===== src/rtl/mmio_sim_finisher.sv =====
`default_nettype none
// ============================================================================
// Module      : mmio_sim_finisher
// Description : Memory-mapped simulation terminator and console sink.
//               Sits on the data-memory bus next to RAM. Console bytes are
//               queued in a FIFO and streamed out to a bench sink; a TOHOST
//               write with bit 0 set waits for the FIFO to drain, then
//               raises finish_valid with finish_code = tohost >> 1.
// Ports       : clk, reset (async, active-high)
//               req_valid/req_ready/req_addr/req_wen/req_wdata - request
//               resp_valid/resp_error/resp_rdata               - response
//               out_valid/out_ready/out_data                   - console bytes
//               finish_valid/finish_code                       - end request
// Register map: +0x0 TOHOST (W), +0x4 CONSOLE (W), +0x8 STATUS (R)
// Revision    : 1.0 - initial release
// ============================================================================
module mmio_sim_finisher #(
    parameter int                XLEN       = 32,
    parameter logic [XLEN-1:0]   BASE_ADDR  = 32'h1000_0000,
    parameter int                FIFO_DEPTH = 16
) (
    input  logic              clk,
    input  logic              reset,
    input  logic              req_valid,
    output logic              req_ready,
    input  logic [XLEN-1:0]   req_addr,
    input  logic              req_wen,
    input  logic [XLEN-1:0]   req_wdata,
    output logic              resp_valid,
    output logic              resp_error,
    output logic [XLEN-1:0]   resp_rdata,
    output logic              out_valid,
    input  logic              out_ready,
    output logic [7:0]        out_data,
    output logic              finish_valid,
    output logic [XLEN-2:0]   finish_code
);

    localparam int c_PW = $clog2(FIFO_DEPTH);
    localparam int c_CW = c_PW + 1;

    // Last byte of the window computed one bit wider so overflow is visible.
    localparam logic [XLEN:0]   c_LAST_WIDE    = {1'b0, BASE_ADDR} + (XLEN+1)'(11);
    localparam logic [XLEN-1:0] c_ADDR_LAST    = c_LAST_WIDE[XLEN-1:0];
    localparam logic [XLEN-1:0] c_ADDR_TOHOST  = BASE_ADDR;
    localparam logic [XLEN-1:0] c_ADDR_CONSOLE = BASE_ADDR + XLEN'(4);
    localparam logic [XLEN-1:0] c_ADDR_STATUS  = BASE_ADDR + XLEN'(8);
    localparam logic [c_CW-1:0] c_CNT_FULL     = c_CW'(FIFO_DEPTH);
    localparam logic [c_CW-1:0] c_CNT_ONE      = c_CW'(1);
    localparam logic [c_PW-1:0] c_PTR_ONE      = c_PW'(1);

    if (c_LAST_WIDE[XLEN]) begin : g_chk_base
        $error("mmio_sim_finisher: BASE_ADDR+0xB overflows XLEN");
    end
    if (FIFO_DEPTH < 2 || (FIFO_DEPTH & (FIFO_DEPTH - 1)) != 0) begin : g_chk_depth
        $error("mmio_sim_finisher: FIFO_DEPTH must be a power of two >= 2");
    end

    typedef enum logic [1:0] {
        ST_RUN   = 2'd0,
        ST_DRAIN = 2'd1,
        ST_DONE  = 2'd2
    } state_t;

    state_t            r_state;
    state_t            w_state_next;

    logic [7:0]        r_mem [FIFO_DEPTH];
    logic [c_PW-1:0]   r_wr_ptr;
    logic [c_PW-1:0]   r_rd_ptr;
    logic [c_CW-1:0]   r_count;
    logic              r_resp_valid;
    logic              r_resp_error;
    logic [XLEN-1:0]   r_resp_rdata;
    logic [XLEN-2:0]   r_finish_code;

    logic              w_in_range;
    logic              w_err;
    logic              w_tohost_wr;
    logic              w_console_wr;
    logic              w_status_rd;
    logic              w_empty;
    logic              w_full;
    logic              w_accept;
    logic              w_push;
    logic              w_pop;
    logic              w_finish_trig;
    logic [XLEN-1:0]   w_status;

    // ---------------------------------------------------------------- decode
    assign w_in_range   = (req_addr >= BASE_ADDR) && (req_addr <= c_ADDR_LAST);
    assign w_err        = !(w_in_range && (req_addr[1:0] == 2'b00));
    assign w_tohost_wr  = req_wen  && !w_err && (req_addr == c_ADDR_TOHOST);
    assign w_console_wr = req_wen  && !w_err && (req_addr == c_ADDR_CONSOLE);
    assign w_status_rd  = !req_wen && !w_err && (req_addr == c_ADDR_STATUS);

    assign w_empty  = (r_count == '0);
    assign w_full   = (r_count == c_CNT_FULL);
    assign w_accept = req_valid && req_ready;
    // A full FIFO deasserts req_ready, so an accepted push never meets a full FIFO.
    assign w_push   = w_accept && w_console_wr;
    assign w_pop    = !w_empty && out_ready;

    // TOHOST writes are never stalled in RUN, so req_ready is implied here;
    // keeping req_ready out of this term avoids a combinational loop with the FSM.
    assign w_finish_trig = (r_state == ST_RUN) && req_valid && w_tohost_wr && req_wdata[0];

    always_comb begin
        w_status              = '0;
        w_status[c_CW-1:0]    = r_count;
        w_status[XLEN-1]      = (r_state != ST_RUN);
    end

    // ------------------------------------------------------------------ FSM
    always_ff @(posedge clk or posedge reset) begin
        if (reset) begin
            r_state <= ST_RUN;
        end else begin
            r_state <= w_state_next;
        end
    end

    always_comb begin
        w_state_next = r_state;
        req_ready    = 1'b0;
        finish_valid = 1'b0;
        case (r_state)
            ST_RUN: begin
                req_ready = !(w_console_wr && w_full);
                if (w_finish_trig) begin
                    w_state_next = ST_DRAIN;
                end
            end
            ST_DRAIN: begin
                if (w_empty) begin
                    w_state_next = ST_DONE;
                end
            end
            ST_DONE: begin
                finish_valid = 1'b1;
            end
            default: begin
                w_state_next = ST_RUN;
            end
        endcase
    end

    // ---------------------------------------------------------------- FIFO
    always_ff @(posedge clk or posedge reset) begin
        if (reset) begin
            r_wr_ptr <= '0;
            r_rd_ptr <= '0;
            r_count  <= '0;
        end else begin
            if (w_push) begin
                r_wr_ptr <= r_wr_ptr + c_PTR_ONE;
            end
            if (w_pop) begin
                r_rd_ptr <= r_rd_ptr + c_PTR_ONE;
            end
            case ({w_push, w_pop})
                2'b10:   r_count <= r_count + c_CNT_ONE;
                2'b01:   r_count <= r_count - c_CNT_ONE;
                default: r_count <= r_count;
            endcase
        end
    end

    // Storage is not reset; out_data is masked while empty instead.
    always_ff @(posedge clk) begin
        if (w_push) begin
            r_mem[r_wr_ptr] <= req_wdata[7:0];
        end
    end

    assign out_valid = !w_empty;
    assign out_data  = w_empty ? 8'h00 : r_mem[r_rd_ptr];

    // ------------------------------------------------------------ response
    always_ff @(posedge clk or posedge reset) begin
        if (reset) begin
            r_resp_valid <= 1'b0;
            r_resp_error <= 1'b0;
            r_resp_rdata <= '0;
        end else begin
            r_resp_valid <= w_accept;
            r_resp_error <= w_accept && w_err;
            r_resp_rdata <= (w_accept && w_status_rd) ? w_status : '0;
        end
    end

    always_ff @(posedge clk or posedge reset) begin
        if (reset) begin
            r_finish_code <= '0;
        end else if (w_finish_trig) begin
            r_finish_code <= req_wdata[XLEN-1:1];
        end
    end

    assign resp_valid  = r_resp_valid;
    assign resp_error  = r_resp_error;
    assign resp_rdata  = r_resp_rdata;
    assign finish_code = r_finish_code;

endmodule
`default_nettype wire


===== config.mk =====
export PLATFORM = sky130hd
export DESIGN_NAME = mmio_sim_finisher
export DESIGN_NICKNAME = d
export VERILOG_FILES = /design/src/rtl/mmio_sim_finisher.sv
export SDC_FILE = /design/constraint.sdc
export NUM_CORES = 1
export LEC_CHECK = 0
export ABC_AREA = 1
export CAP_MARGIN = 10
export CORE_ASPECT_RATIO = 1.25
export CORE_MARGIN = 4
export CORE_UTILIZATION = 50
export DETAILED_ROUTE_END_ITERATION = 8
export PLACE_DENSITY_LB_ADDON = 0.05
export SLEW_MARGIN = 15
export SYNTH_ARGS = -nofsm -noshare
export SYNTH_HDL_FRONTEND = slang
export SYNTH_SLANG_ARGS = --single-unit

===== constraint.sdc =====
create_clock -name clk -period 3 [get_ports clk]
set_clock_uncertainty 0.15 [all_clocks]
set_input_delay 0.6 -clock clk [delete_from_list [all_inputs] [get_ports clk]]
set_output_delay 0.6 -clock clk [all_outputs]
set_load 0.02 [all_outputs]

* Yosys cells after proc, flatten, opt, wreduce, memory -nomap -nowiden
Memory sizes are Yosys's and may differ from the RTL's.
Index checks and enable logic that the tools add are counted.
** Cells by class
- Bitwise operators :: 1
- Order comparisons :: 2
- Equal/unequal tests :: 10
- Muxes and demuxes :: 10
- Add/sub/neg operators :: 4
- Reduce and logical (&&, ||, !) cells :: 26
** Operators with widths (number)
- $eq A32 B29 Y1 const B :: 3
- $ge A32 B29 Y1 const B :: 1
- $le A32 B29 Y1 const B :: 1
- $mux W32 :: 1
- $logic_and A1 B1 Y1 :: 16
- $pmux W5 S2 :: 1
- $add A4 B1 Y4 const B :: 2
- $mux W8 :: 1
- $pmux W2 S3 :: 1
- $add A5 B1 Y5 const B :: 1
- $eq A5 B5 Y1 const B :: 1
- $logic_not A5 Y1 :: 1
- $sub A5 B1 Y5 const B :: 1
- $eq A2 B1 Y1 const B :: 2
- $eq A2 B2 Y1 const B :: 2
- $logic_not A1 Y1 :: 4
- $logic_not A2 Y1 :: 2
- $mux W1 :: 4
- $mux W2 :: 2
- $ne A2 B2 Y1 const B :: 2
- $reduce_bool A2 Y1 :: 2
- $reduce_and A3 Y1 :: 1
- $not A1 Y1 :: 1
** Storage, ports and cells
- Register bits :: 80
- Memories kept :: 1
- Output and inout bits :: 76
- Word-level logic and storage cells :: 62
- Bits in writable memories :: 128
** Memory list
- r_mem :: depth 16, width 8, rd ports 1, clocked after memory_dff 0, wr ports 1, line 68 : logic [7:0] r_mem [FIFO_DEPTH];

* Logic depth before layout (Yosys ltp)
Gate-level depths: netlist (run 1).
- Depth after elaboration :: 12
- Depth in mapped cells :: 19

* Least setup slack after synthesis (run 1)
Ideal clock, no wire load.
- Path kind :: input -> register
- From :: input req_addr[6]
- To :: register r_count[4]
- Setup slack :: -0.021 ns
- Stages on the path :: 18
- Buffers on the path :: 1
- Arrival :: 2.740 ns
- Cells stage by stage :: inv_1 -> nand2_1 -> nor2_1 -> nand2_1 -> nor2_1 -> nand3_1 -> nor2_2 -> nand4_2 -> ha_1 -> buf_2 -> xor2_1 -> ha_1 -> a21oi_1 -> or2_1 -> o21ai_1 -> a21oi_1 -> o21ai_0 -> xor2_1
** On the way
- Word-level cells in the longest chain between the ends :: 12
** Ends and longest elaborated chain
- start, declared :: line 26 : input logic [XLEN-1:0] req_addr,
- $ge A32 B29 Y1 or $le A32 B29 Y1 (tied branches) :: line 91 : assign w_in_range = (req_addr >= BASE_ADDR) && (req_addr <= c_ADDR_LAST);
- $logic_and A1 B1 Y1 :: line 91
- $logic_and A1 B1 Y1 :: line 92 : assign w_err = !(w_in_range && (req_addr[1:0] == 2'b00));
- $logic_and A1 B1 Y1 :: line 94 : assign w_console_wr = req_wen && !w_err && (req_addr == c_ADDR_CONSOLE);
- $logic_and A1 B1 Y1 (*) :: line 94
- $logic_and A1 B1 Y1 :: line 129 : req_ready = !(w_console_wr && w_full);
- $logic_not A1 Y1 :: line 129
- $mux W1 :: line 127 : case (r_state)
- $logic_and A1 B1 Y1 :: line 99 : assign w_accept = req_valid && req_ready;
- $logic_and A1 B1 Y1 (*) :: line 101 : assign w_push = w_accept && w_console_wr;
- $eq A2 B1 Y1 or $eq A2 B2 Y1 (tied branches) :: line 161 : case ({w_push, w_pop})
- $pmux W5 S2 or $reduce_bool A2 Y1 (tied branches)
- end signal, assigned :: line 162 : 2'b10: r_count <= r_count + c_CNT_ONE;
- end signal, assigned :: line 163 : 2'b01: r_count <= r_count - c_CNT_ONE;
- end signal, assigned :: line 164 : default: r_count <= r_count;
- end, declared :: line 71 : logic [c_CW-1:0] r_count;
Every way passes the cells marked *; elsewhere a longest branch is shown, timed or not.
A chain may end at the register's enable or synchronous reset.

* Worst setup path in the final report (run 1)
- From :: input req_addr[4]
- To :: register r_count[4]
Same word-level chain as after synthesis.

==> results.rst, run 1 <==
.. list-table::
   :header-rows: 1

   * - Metric
     - Value
   * - Outcome
     - finished clean
   * - Worst min path class
     - flop to flop
   * - Cell types with the largest area share after synthesis
     - sky130_fd_sc_hd__edfxtp_1 48%, sky130_fd_sc_hd__dfrtp_1 17%, sky130_fd_sc_hd__nor2_1 5.6%
   * - Setup slack of the critical path after layout
     - 0.0778 ns
   * - Layout Cells excl Fill
     - 1102
   * - Area of the core
     - 15700 sq um
   * - Synth Instances
     - 712
   * - Pin count of the biggest net entering global routing
     - 64
   * - Global-route wire length before repair
     - 28800 microns
   * - Vias in the first global route
     - 5560
   * - Met2 Wirelength
     - 9640 microns
   * - Count of state elements after synthesis
     - 182
   * - Netlist Area Pre-Place
     - 8040 sq um
   * - Multi-input gate area in the final layout
     - 2350 sq um
   * - H-Tree Depth
     - 4
   * - # DRC
     - 0
   * - Met3 WL
     - 1610 microns
   * - Final Setup Violations
     - 0
   * - CP required
     - 3.20 ns
   * - Final period utilization
     - 97.4%
   * - Net count, final
     - 954
   * - Fraction of final layout cells with drive strength greater than 1
     - 20.7%
   * - WL met1
     - 7370 microns
   * - Pwr Total
     - 7.53 mW
   * - Kind of capture point of the worst setup path
     - flop
   * - Leak
     - 4.14 nW
   * - Setup repair after global routing missed its margin
     - true
   * - Most frequent cells in the layout
     - 128 x sky130_fd_sc_hd__edfxtp_1, 118 x sky130_fd_sc_hd__nor2_1, 105 x sky130_fd_sc_hd__clkdlybuf4s50_1, 74 x sky130_fd_sc_hd__o21ai_0, 69 x sky130_fd_sc_hd__inv_1
   * - Area delta synth->final
     - 28.6%
   * - Clock-pin slew reported for the worst setup and hold paths after clock tree synthesis
     - 0.07 ns
   * - Pre-antenna DRT Iters
     - 5
   * - Initial core utilization
     - 51.2%
   * - Cell type with the largest total area after synthesis
     - sky130_fd_sc_hd__edfxtp_1
   * - Overall die area
     - 18200 sq um
   * - All-layer global routing usage
     - 20.9%
   * - I/O pin count
     - 145
   * - Crit start category
     - input pin
   * - Count of final max-slew check failures
     - 0
   * - Actual slew at the worst max-slew pin
     - 0.808 ns
   * - Cell total after placement
     - 1067
   * - Relative slew slack
     - 46.0%
   * - Power per standard cell area
     - 727 nW/um^2
   * - Half-perimeter wire length after detailed placement
     - 12800 microns
   * - Top routing layer in use
     - met4
   * - Maximum root-to-sink buffer count
     - 2
   * - Post-route antenna net violation count
     - 0
   * - Highest fanout seen on the critical path
     - 3
   * - Clock latency of the later-clocked register in the worst-skew pair
     - 0.42 ns
   * - Leading cell type in the layout, fill and taps excluded
     - sky130_fd_sc_hd__edfxtp_1
   * - Number of warnings issued by yosys
     - 0
   * - TritonCTS clock tree
     - done
   * - Synth top area share
     - 47.8%
   * - Root buf cell
     - sky130_fd_sc_hd__clkbuf_16
   * - Setup total negative slack
     - 0 ns
   * - Worst Hold Margin
     - 0.336 ns
   * - FP Rows
     - 51
   * - Register area
     - 5200 sq um
   * - Post-Route WL
     - 19000 microns
   * - Diodes inserted
     - 0
   * - Die height
     - 150 microns
   * - Min Clock Period, post-route
     - 2.92 ns
   * - Worst supply voltage drop on vdd
     - 0.303 mV
   * - Routed via count divided by cell count
     - 5.12
   * - Sequential fraction of the synthesis area
     - 64.6%
   * - Worst Path Arrival
     - 3.12 ns
   * - Number of endpoints with negative hold slack in the final report
     - 0
   * - Via count
     - 5640
   * - Die Span X
     - 121 microns
   * - TritonCTS buffer count
     - 17
   * - I/O Buffers
     - 118
   * - Number of antenna violations at the first check in global routing
     - 0
   * - Number of sinks on the clock net
     - 182
   * - Syn avg cell area
     - 11.3 sq um
   * - Detailed router's first-iteration violation count
     - 417
   * - Worst slack at placement
     - -0.429 ns
   * - Routed WL per cell
     - 17.2 microns
   * - Final estimated routing congestion in global placement
     - 0.806
   * - Gr ovfl total
     - 0
   * - Crit Path Category
     - input pin to flop
   * - Synth unique cells
     - 37
   * - Number of fill cells in the layout
     - 1280
   * - Maximum operating frequency
     - 0.342 GHz
   * - Register-to-Register Setup Slack
     - 0.21 ns
   * - Number of max-cap violations
     - 0
critical path, stage by stage:
cell                              delay, ns
sky130_fd_sc_hd__clkdlybuf4s50_1       0.40
sky130_fd_sc_hd__inv_1                 0.07
sky130_fd_sc_hd__nand2_2               0.06
sky130_fd_sc_hd__nor2_2                0.11
sky130_fd_sc_hd__nand2_1               0.08
sky130_fd_sc_hd__nor2_1                0.13
sky130_fd_sc_hd__nand3_2               0.10
sky130_fd_sc_hd__nor2_4                0.12
sky130_fd_sc_hd__nand4_4               0.10
sky130_fd_sc_hd__ha_4                  0.20
sky130_fd_sc_hd__xor2_2                0.15
sky130_fd_sc_hd__ha_2                  0.21
sky130_fd_sc_hd__a21oi_2               0.04
sky130_fd_sc_hd__or2_1                 0.27
sky130_fd_sc_hd__o21ai_2               0.17
sky130_fd_sc_hd__a21oi_1               0.08
sky130_fd_sc_hd__o21ai_1               0.09
sky130_fd_sc_hd__xor2_1                0.15
where the power goes:
| group | internal [mW] | switching (mW) | total, mW |
|---|---|---|---|
| logic | 1.00 | 1.61 | 2.61 |
| clock network | 1.14 | 0.910 | 2.05 |
| registers | 2.78 | 0.0865 | 2.86 |
flip-flops by register name (all words and copies together), names as in the netlist:
register / flops
r_count: 5
r_rd_ptr: 4
resp_valid: 1
r_mem: 128
resp_rdata: 6
r_wr_ptr: 4
finish_code: 31
resp_error: 1
r_state: 2
kinds of logic (layout without fill, tap and decap cells):
group / Yosys count / after routing / share of synthesized area, %
flip-flops: 182 / 182 / 64.6
buffers and inverters: 133 / 285 / 8.17
AND/OR/NAND/NOR: 223 / 223 / 12.8
XOR/XNOR: 9 / 9 / 0.980
adder cells (fa/ha/maj): 8 / 8 / 1.24
other: 1 / 27 / 0.0466
AO/OA/AOI/OAI: 156 / 156 / 12.2
worst paths after layout:
path                                 start         endpoint  depth (start not counted)
setup reg to reg                r_count[1]       r_count[4]                         15
min in group asynchronous            reset  finish_code[30]                          3
max in group asynchronous            reset      r_rd_ptr[0]                          3
setup / recovery               req_addr[4]       r_count[4]                         18
hold reg to reg            finish_code[24]  finish_code[24]                          2
hold / removal             finish_code[24]  finish_code[24]                          2
metrics by stage:
stage / util (%) / cell area, sq um
floorplan: - / 8150
global placement: 61.9 / 9710
detailed placement: 61.9 / 9710
CTS: 65.3 / 10300
global route: 65.9 / 10300
finish: 65.9 / 10300
synthesized netlist by cell type:
cell                       instances
sky130_fd_sc_hd__a21oi_1          11
sky130_fd_sc_hd__nor2_1          120
sky130_fd_sc_hd__and2_1            1
sky130_fd_sc_hd__o21ai_2          31
sky130_fd_sc_hd__nor3_1            3
sky130_fd_sc_hd__xnor2_1           2
sky130_fd_sc_hd__clkinv_2          1
sky130_fd_sc_hd__buf_2             8
sky130_fd_sc_hd__nand4_1           3
sky130_fd_sc_hd__inv_1            70
sky130_fd_sc_hd__nor2_2            2
sky130_fd_sc_hd__buf_1             1
sky130_fd_sc_hd__nand2_1          38
sky130_fd_sc_hd__clkinv_1          1
sky130_fd_sc_hd__nor4_4            1
sky130_fd_sc_hd__nand2_2          31
sky130_fd_sc_hd__o21ai_0          75
sky130_fd_sc_hd__o22ai_1          14
sky130_fd_sc_hd__nor4_2            1
sky130_fd_sc_hd__conb_1            1
sky130_fd_sc_hd__buf_6             6
sky130_fd_sc_hd__nand3_1          16
sky130_fd_sc_hd__nand3_4           1
sky130_fd_sc_hd__ha_1              8
sky130_fd_sc_hd__and3_2            1
sky130_fd_sc_hd__and2_0            1
sky130_fd_sc_hd__clkbuf_1         15
sky130_fd_sc_hd__dfrtp_1          54
sky130_fd_sc_hd__edfxtp_1        128
sky130_fd_sc_hd__xor2_1            7
sky130_fd_sc_hd__buf_4            27
sky130_fd_sc_hd__inv_2             4
sky130_fd_sc_hd__nand4_2           1
sky130_fd_sc_hd__o221ai_1         18
sky130_fd_sc_hd__nor2_4            2
sky130_fd_sc_hd__o21ai_1           7
sky130_fd_sc_hd__or2_1             1
routing by layer:
metal,track usage [%],up-vias
li1,-,2697
met3,7.15,23
met4,6.73,0
met1,25.5,2697
met2,35.0,223
met5,0,-
cell type report:
type                    instances  area share (%)
flip-flops and latches        182            50.2
multi-input cells             423            22.8
repair buffers                177            16.4
clock buffers                  20            4.22
inverters                      76            2.82
well taps                     212            2.56
clock inverters                12           0.992
repair_timing:
item / 4_1_cts / 5_1_grt
gates resized for setup: 23 / 33
hold buffers: 0 / 0
gates cloned: 0 / 1
buffers inserted: 0 / 2
pin swaps: 0 / 21
setup endpoints to repair: 9 / 9
Power figures use the tool's default switching activity.
==> run 2: changes to the inputs <==
Clock period 3 ns to 3.2 ns, I/O delays scaled along.
==> run 2 against run 1 <==
Net effect: register-to-register slack gained 0.21 ns; clock-buffer cell count shrank 3; combinational power shrank 12%; utilization shrank 0.64 points; power shrank 5.9%; global-route usage grew 0.19 points; cell count shrank 0.73%; sequential power shrank 6%; critical path depth is the same; critical endpoint unchanged.
==> results.rst, run 2 (same netlist as run 1, synthesis figures left out) <==
.. list-table::
   :header-rows: 1

   * - Metric
     - Value
   * - Outcome
     - finished clean (unchanged)
   * - End point of the most critical hold path
     - finish_code[19] (was finish_code[24])
   * - Register-to-Register Setup Slack
     - 0.42 ns (was 0.21 ns)
   * - Maximum root-to-sink buffer count
     - 2 (unchanged)
   * - Crit Path Category
     - input pin to flop (unchanged)
   * - Clock latency of the later-clocked register in the worst-skew pair
     - 0.43 ns (was 0.42 ns)
   * - Internal Dissipation
     - 4.68 mW (was 4.92 mW)
   * - # DRC
     - 0 (unchanged)
   * - H-Tree Depth
     - 4 (unchanged)
   * - Most frequent cells in the layout
     - 128 x sky130_fd_sc_hd__edfxtp_1, 119 x sky130_fd_sc_hd__nor2_1, 109 x sky130_fd_sc_hd__clkdlybuf4s50_1, 75 x sky130_fd_sc_hd__o21ai_0, 69 x sky130_fd_sc_hd__inv_1 (was 128 x sky130_fd_sc_hd__edfxtp_1, 118 x sky130_fd_sc_hd__nor2_1, 105 x sky130_fd_sc_hd__clkdlybuf4s50_1, 74 x sky130_fd_sc_hd__o21ai_0, 69 x sky130_fd_sc_hd__inv_1)
   * - Number of sinks on the clock net
     - 182 (unchanged)
   * - Worst supply voltage drop on vdd
     - 0.327 mV (was 0.303 mV)
   * - Gate power share
     - 32.3% (was 34.7%)
   * - Pin count of the biggest net entering global routing
     - 64 (unchanged)
   * - Cell total after placement
     - 1062 (was 1067)
   * - Net count, final
     - 946 (was 954)
   * - Core occupancy in the finished layout
     - 65.3% (was 65.9%)
   * - Worst Path Arrival
     - 3.21 ns (was 3.12 ns)
   * - Routed via count divided by cell count
     - 5.08 (was 5.12)
   * - Setup slack of the critical path after layout
     - 0.142 ns (was 0.0778 ns)
   * - Setup total negative slack
     - 0 ns (unchanged)
   * - Biggest cell delay along the critical path
     - 0.40 ns (about the same)
   * - Count of final max-slew check failures
     - 0 (unchanged)
   * - Worst min path class
     - flop to flop (unchanged)
   * - Detailed router's first-iteration violation count
     - 400 (was 417)
   * - Routed WL per cell
     - 16.6 microns (was 17.2 microns)
   * - Via count
     - 5562 (was 5640)
   * - Relative slew slack
     - 56.5% (was 46.0%)
   * - Number of cells on the worst reg-to-reg path
     - 15 (unchanged)
   * - Fraction of final layout cells with drive strength greater than 1
     - 18.5% (was 20.7%)
   * - Layout Cells excl Fill
     - 1094 (was 1102)
   * - Leak
     - 4.08 nW (was 4.14 nW)
   * - Sequential group share of total power
     - 37.8% (was 38.0%)
   * - Highest fanout seen on the critical path
     - 3 (unchanged)
   * - All-layer global routing usage
     - 21.1% (was 20.9%)
   * - Met3 layer usage reported by global route
     - 6.28% (was 7.15%)
   * - Die Span X
     - 121 microns (unchanged)
   * - Slowest stage cell, crit path
     - sky130_fd_sc_hd__clkdlybuf4s50_1 (unchanged)
   * - Overall die area
     - 18200 sq um (unchanged)
   * - Final Setup Violations
     - 0 (unchanged)
   * - Maximum operating frequency
     - 0.327 GHz
   * - Global routing met1 resource utilization
     - 25.3% (was 25.5%)
   * - Kind of capture point of the worst setup path
     - flop (unchanged)
   * - Part of the total power dissipated in the clock network
     - 29.8% (was 27.2%)
   * - Area delta synth->final
     - 27.4% (was 28.6%)
   * - CP required
     - 3.35 ns (was 3.20 ns)
   * - FP Rows
     - 51 (unchanged)
   * - Flip-flop count of the largest register after layout
     - 128 (unchanged)
   * - Post-route antenna net violation count
     - 0 (unchanged)
   * - Number of buffers inserted by hold repair at cts
     - 0 (unchanged)
   * - Global-route wire length before repair
     - 29400 microns (was 28800 microns)
   * - Worst flop-to-flop path endpoint
     - r_count[4] (unchanged)
   * - Root buf cell
     - sky130_fd_sc_hd__clkbuf_16 (unchanged)
   * - Worst slack at placement
     - -0.343 ns (was -0.429 ns)
   * - Met2 layer usage reported by global route
     - 36.8% (was 35.0%)
   * - Cells along the critical path
     - clkdlybuf4s50_1 -> inv_1 -> nand2_1 -> nor2_2 -> nand2_1 -> nor2_1 -> nand3_1 -> nor2_2 -> nand4_2 -> ha_4 -> xor2_2 -> ha_1 -> a21oi_2 -> or2_1 -> o21ai_1 -> a21oi_1 -> o21ai_0 -> xor2_1 (was clkdlybuf4s50_1 -> inv_1 -> nand2_2 -> nor2_2 -> nand2_1 -> nor2_1 -> nand3_2 -> nor2_4 -> nand4_4 -> ha_4 -> xor2_2 -> ha_2 -> a21oi_2 -> or2_1 -> o21ai_2 -> a21oi_1 -> o21ai_1 -> xor2_1)
   * - Die height
     - 150 microns (unchanged)
   * - Half-perimeter wire length after detailed placement
     - 12700 microns (was 12800 microns)
   * - Switching power
     - 2.40 mW (was 2.60 mW)
   * - Number of fill cells in the layout
     - 1310 (was 1280)
   * - Post-Route WL
     - 18100 microns (was 19000 microns)
   * - I/O pin count
     - 145 (unchanged)
   * - Pre-antenna DRT Iters
     - 5 (unchanged)
   * - TritonCTS clock tree
     - done (unchanged)
   * - Diodes inserted
     - 0 (unchanged)
   * - Depth of the worst hold-timing path
     - 2 (unchanged)
   * - Number of endpoints with negative hold slack in the final report
     - 0 (unchanged)
   * - Actual slew at the worst max-slew pin
     - 0.651 ns (was 0.808 ns)
   * - Global routing's busiest layer
     - met2 (unchanged)
   * - I/O Buffers
     - 118 (unchanged)
   * - Number of max-cap violations
     - 0 (unchanged)
   * - # resized after CTS
     - 10 (was 23)
   * - Gr ovfl total
     - 0 (unchanged)
   * - Leading cell type in the layout, fill and taps excluded
     - sky130_fd_sc_hd__edfxtp_1 (unchanged)
   * - Initial core utilization
     - 51.2% (unchanged)
   * - Kind of cell with the highest combined delay on the critical path
     - simple AND/OR/NAND/NOR gates (unchanged)
   * - Net switching share of the total power
     - 33.9% (was 34.6%)
   * - Worst Min Path Start
     - finish_code[19] (was finish_code[24])
   * - Min Clock Period, post-route
     - 3.06 ns
   * - Clock-pin slew reported for the worst setup and hold paths after clock tree synthesis
     - 0.06 ns (was 0.07 ns)
   * - Area of the core
     - 15700 sq um (unchanged)
   * - Largest reg by FF count
     - r_mem (unchanged)
   * - TritonCTS buffer count
     - 17 (unchanged)
   * - Worst reg2reg path startpoint
     - r_count[1] (unchanged)
   * - Final estimated routing congestion in global placement
     - 0.806 (about the same)
   * - Vias in the first global route
     - 5727 (was 5560)
   * - Post CTS Setup Buffer Count
     - 0 (unchanged)
   * - Pwr Total
     - 7.08 mW (was 7.53 mW)
   * - Crit start category
     - input pin (unchanged)
   * - Buffer and inverter count on the worst path
     - 2 (unchanged)
   * - Final period utilization
     - 95.6%
   * - Number of antenna violations at the first check in global routing
     - 0 (unchanged)
   * - Power per standard cell area
     - 691 nW/um^2 (was 727 nW/um^2)
==> run 2: area by class of cell <==
class | count | area (sq um) | share of cell area, %
flip-flops and latches | 182 | 5190 | 50.7
multi-input cells | 423 | 2310 | 22.6
repair buffers | 169 | 1580 | 15.4
clock buffers | 17 | 425 | 4.15
inverters | 76 | 287 | 2.80
well taps | 212 | 265 | 2.59
clock inverters | 15 | 176 | 1.72
==> run 2: worst max-delay path by stage <==
| stage | startpoint | to | depth (start not counted) |
|---|---|---|---|
| floorplan | req_addr[6] | r_count[4] | 18 |
| global placement | req_addr[6] | r_count[4] | 18 |
| detailed placement | req_addr[6] | r_count[4] | 18 |
| CTS | req_addr[6] | r_count[4] | 18 |
| global route | req_addr[5] | r_count[4] | 18 |
| finish | req_addr[6] | r_count[4] | 18 |
==> run 2: worst register-to-register path, stage by stage, from the launching register on <==
cell and delay [ns]:
sky130_fd_sc_hd__dfrtp_1 0.45, sky130_fd_sc_hd__nor2_1 0.15, sky130_fd_sc_hd__nand3_1 0.13, sky130_fd_sc_hd__nor2_2 0.15
sky130_fd_sc_hd__inv_2 0.06, sky130_fd_sc_hd__nand2_1 0.10, sky130_fd_sc_hd__inv_2 0.11, sky130_fd_sc_hd__ha_4 0.19
sky130_fd_sc_hd__xor2_2 0.15, sky130_fd_sc_hd__ha_1 0.21, sky130_fd_sc_hd__a21oi_2 0.13, sky130_fd_sc_hd__or2_1 0.15
sky130_fd_sc_hd__o21ai_1 0.08, sky130_fd_sc_hd__a21oi_1 0.16, sky130_fd_sc_hd__o21ai_0 0.13, sky130_fd_sc_hd__xor2_1 0.16
==> run 2: metal layers <==
metal	up-vias	wire length (microns)
met3	21	1180
met1	2668	7240
met4	0	257
met5	-	0
li1	2692	-
met2	181	9460
==> run 2: stage by stage <==
step,hold slack [ns],instance area (sq um)
after floorplan,0.343,8140
after global placement,0.319,9620
after detailed placement,0.323,9620
after CTS,0.340,10200
after global routing,0.358,10200
final,0.337,10200
==> run 2: power groups by stage <==
stage / Combinational, mW / Sequential [mW] / Clock (mW)
4_1_cts: 2.26 / 2.67 / 2.16
3_3_place_gp: 2.29 / 2.72 / 0
3_5_place_dp: 2.34 / 2.72 / 0
6_report: 2.29 / 2.68 / 2.11
2_1_floorplan: 1.41 / 2.71 / 0
5_1_grt: 2.53 / 2.69 / 2.26
==> run 3: changes to the inputs <==
Settings changed: SKIP_LAST_GASP set to 1, SLEW_MARGIN 15 to 20.
==> run 3 against run 2 <==
Net effect: cell count unchanged; routed wire length down 0.21%; clock-buffer cell count unchanged; highest routed layer unchanged.
==> results.rst, run 3 (same netlist as run 1, synthesis figures left out) <==
.. list-table::
   :header-rows: 1

   * - Metric
     - Value
   * - Number of max-cap violations
     - 0 (unchanged)
   * - Routed via count divided by cell count
     - 5.07 (was 5.08)
   * - All-layer global routing usage
     - 21.1% (unchanged)
   * - Number of fill cells in the layout
     - 1309 (was 1310)
   * - Area of the core
     - 15700 sq um (unchanged)
   * - Slowest stage cell, crit path
     - sky130_fd_sc_hd__clkdlybuf4s50_1 (unchanged)
   * - Worst Hold Margin
     - 0.337 ns (unchanged)
   * - Crit Path Category
     - input pin to flop (unchanged)
   * - Area delta synth->final
     - 27.3% (was 27.4%)
   * - Count of final max-slew check failures
     - 0 (unchanged)
   * - H-Tree Depth
     - 4 (unchanged)
   * - Kind of capture point of the worst setup path
     - flop (unchanged)
   * - Number of cells on the worst reg-to-reg path
     - 15 (unchanged)
   * - Final estimated routing congestion in global placement
     - 0.806 (unchanged)
   * - Highest fanout seen on the critical path
     - 3 (unchanged)
   * - Min Clock Period, post-route
     - 3.10 ns (was 3.06 ns)
   * - Die Span X
     - 121 microns (unchanged)
   * - Largest reg by FF count
     - r_mem (unchanged)
   * - Via count
     - 5547 (was 5562)
   * - Number of endpoints with negative hold slack in the final report
     - 0 (unchanged)
   * - Clock-pin slew reported for the worst setup and hold paths after clock tree synthesis
     - 0.06 ns (about the same)
   * - Die height
     - 150 microns (unchanged)
   * - Routed WL per cell
     - 16.5 microns (was 16.6 microns)
   * - Diodes inserted
     - 0 (unchanged)
   * - TritonCTS clock tree
     - done (unchanged)
   * - FP Rows
     - 51 (unchanged)
   * - Worst supply voltage drop on vdd
     - 0.326 mV (was 0.327 mV)
   * - Clock latency of the later-clocked register in the worst-skew pair
     - 0.43 ns (about the same)
   * - Worst Min Path Start
     - finish_code[19] (unchanged)
   * - Root buf cell
     - sky130_fd_sc_hd__clkbuf_16 (unchanged)
   * - Leak
     - 4.08 nW (about the same)
   * - Register-to-Register Setup Slack
     - 0.41 ns (was 0.42 ns)
   * - Setup total negative slack
     - 0 ns (unchanged)
   * - Biggest cell delay along the critical path
     - 0.40 ns (about the same)
   * - Initial core utilization
     - 51.2% (unchanged)
   * - Outcome
     - finished clean (unchanged)
   * - Gr ovfl total
     - 0 (unchanged)
   * - CP required
     - 3.35 ns (about the same)
   * - Global-route wire length before repair
     - 29400 microns (unchanged)
   * - Post-route antenna net violation count
     - 0 (unchanged)
   * - Number of buffers inserted by hold repair at cts
     - 0 (unchanged)
   * - I/O Buffers
     - 118 (unchanged)
   * - Cells along the critical path
     - clkdlybuf4s50_1 -> inv_1 -> nand2_1 -> nor2_2 -> nand2_1 -> nor2_1 -> nand3_1 -> nor2_2 -> nand4_2 -> ha_4 -> xor2_2 -> ha_1 -> a21oi_1 -> or2_1 -> o21ai_1 -> a21oi_1 -> o21ai_0 -> xor2_1 (was clkdlybuf4s50_1 -> inv_1 -> nand2_1 -> nor2_2 -> nand2_1 -> nor2_1 -> nand3_1 -> nor2_2 -> nand4_2 -> ha_4 -> xor2_2 -> ha_1 -> a21oi_2 -> or2_1 -> o21ai_1 -> a21oi_1 -> o21ai_0 -> xor2_1)
   * - Worst setup path startpoint
     - req_addr[6] (unchanged)
   * - Crit start category
     - input pin (unchanged)
   * - Number of antenna violations at the first check in global routing
     - 0 (unchanged)
   * - Worst flop-to-flop path endpoint
     - r_count[4] (unchanged)
   * - Worst reg2reg path startpoint
     - r_count[1] (unchanged)
   * - Pwr Total
     - 7.06 mW (was 7.08 mW)
   * - # DRC
     - 0 (unchanged)
   * - Pin count of the biggest net entering global routing
     - 64 (unchanged)
   * - Actual slew at the worst max-slew pin
     - 0.671 ns (was 0.651 ns)
   * - Most frequent cells in the layout
     - 128 x sky130_fd_sc_hd__edfxtp_1, 119 x sky130_fd_sc_hd__nor2_1, 109 x sky130_fd_sc_hd__clkdlybuf4s50_1, 75 x sky130_fd_sc_hd__o21ai_0, 69 x sky130_fd_sc_hd__inv_1 (unchanged)
   * - Vias in the first global route
     - 5727 (unchanged)
   * - Final period utilization
     - 97.0% (was 95.6%)
   * - Worst Path Arrival
     - 3.26 ns (was 3.21 ns)
   * - Fraction of final layout cells with drive strength greater than 1
     - 18.4% (was 18.5%)
   * - Depth of the worst hold-timing path
     - 2 (unchanged)
   * - Power per standard cell area
     - 690 nW/um^2 (was 691 nW/um^2)
   * - Flip-flop count of the largest register after layout
     - 128 (unchanged)
   * - Worst min path class
     - flop to flop (unchanged)
   * - Final Setup Violations
     - 0 (unchanged)
   * - I/O pin count
     - 145 (unchanged)
   * - Maximum root-to-sink buffer count
     - 2 (unchanged)
   * - Post-Route WL
     - 18100 microns (about the same)
   * - Detailed router's first-iteration violation count
     - 416 (was 400)
   * - Overall die area
     - 18200 sq um (unchanged)
   * - Number of sinks on the clock net
     - 182 (unchanged)
   * - Setup repair after global routing missed its margin
     - true
   * - Net count, final
     - 946 (unchanged)
   * - Relative slew slack
     - 55.1% (was 56.5%)
   * - TritonCTS buffer count
     - 17 (unchanged)
   * - Maximum operating frequency
     - 0.322 GHz (was 0.327 GHz)
   * - Leading cell type in the layout, fill and taps excluded
     - sky130_fd_sc_hd__edfxtp_1 (unchanged)
   * - End point of the most critical hold path
     - finish_code[19] (unchanged)
   * - Half-perimeter wire length after detailed placement
     - 12700 microns (unchanged)
   * - Post CTS Setup Buffer Count
     - 0 (unchanged)
   * - Pre-antenna DRT Iters
     - 5 (unchanged)
## run 3: layout make-up
class	count	area [sq um]	share of cell area (%)
well taps	212	265	2.59
clock inverters	15	176	1.72
repair buffers	169	1580	15.5
inverters	76	287	2.80
flip-flops and latches	182	5190	50.7
multi-input cells	423	2310	22.6
clock buffers	17	425	4.15
## run 3: power by group
group          total, mW  internal, mW  leakage, nW  switching [mW]
clock network       2.11          1.23        0.293           0.880
registers           2.68          2.60         1.87          0.0772
logic               2.28         0.846         1.91            1.43
## run 3: worst max path at each step
stage / end / slack, ns / cells past startpoint
after floorplan: r_count[4] / 0.14 / 18
after global placement: r_count[4] / -0.13 / 18
after detailed placement: r_count[4] / -0.34 / 18
after CTS: r_count[4] / 0.12 / 18
after global routing: r_count[4] / -0.03 / 18
final: r_count[4] / 0.1 / 18
## run 3: stage by stage
step                      util, %  cell area [sq um]  setup WS [ns]  cells
after global routing         65.2              10200        -0.0302   1094
after global placement       61.3               9620         -0.129   1062
final                        65.2              10200         0.0975   1094
after floorplan                 -               8140          0.139    738
after detailed placement     61.3               9620         -0.343   1062
after CTS                    65.1              10200          0.120   1094
## run 3: timing repair
item	in CTS	in global routing
resized for setup	10	10
pin swaps	0	0
endpoints found under the setup margin	9	6
## run 3: metal layers
metal  global-route usage (%)  share of wire (%)
met1                     25.3                 40
met5                        0                  0
met4                     6.11                1.4
met3                     6.28                7.2
met2                     36.8                 52
## run 3: critical path: cells and delay by family
kind / cells / cell delay [ns]
buffers and inverters: 2 / 0.45
adder cells (fa/ha/maj): 2 / 0.41
AO/OA/AOI/OAI: 4 / 0.53
AND/OR/NAND/NOR: 8 / 0.90
XOR/XNOR: 2 / 0.31
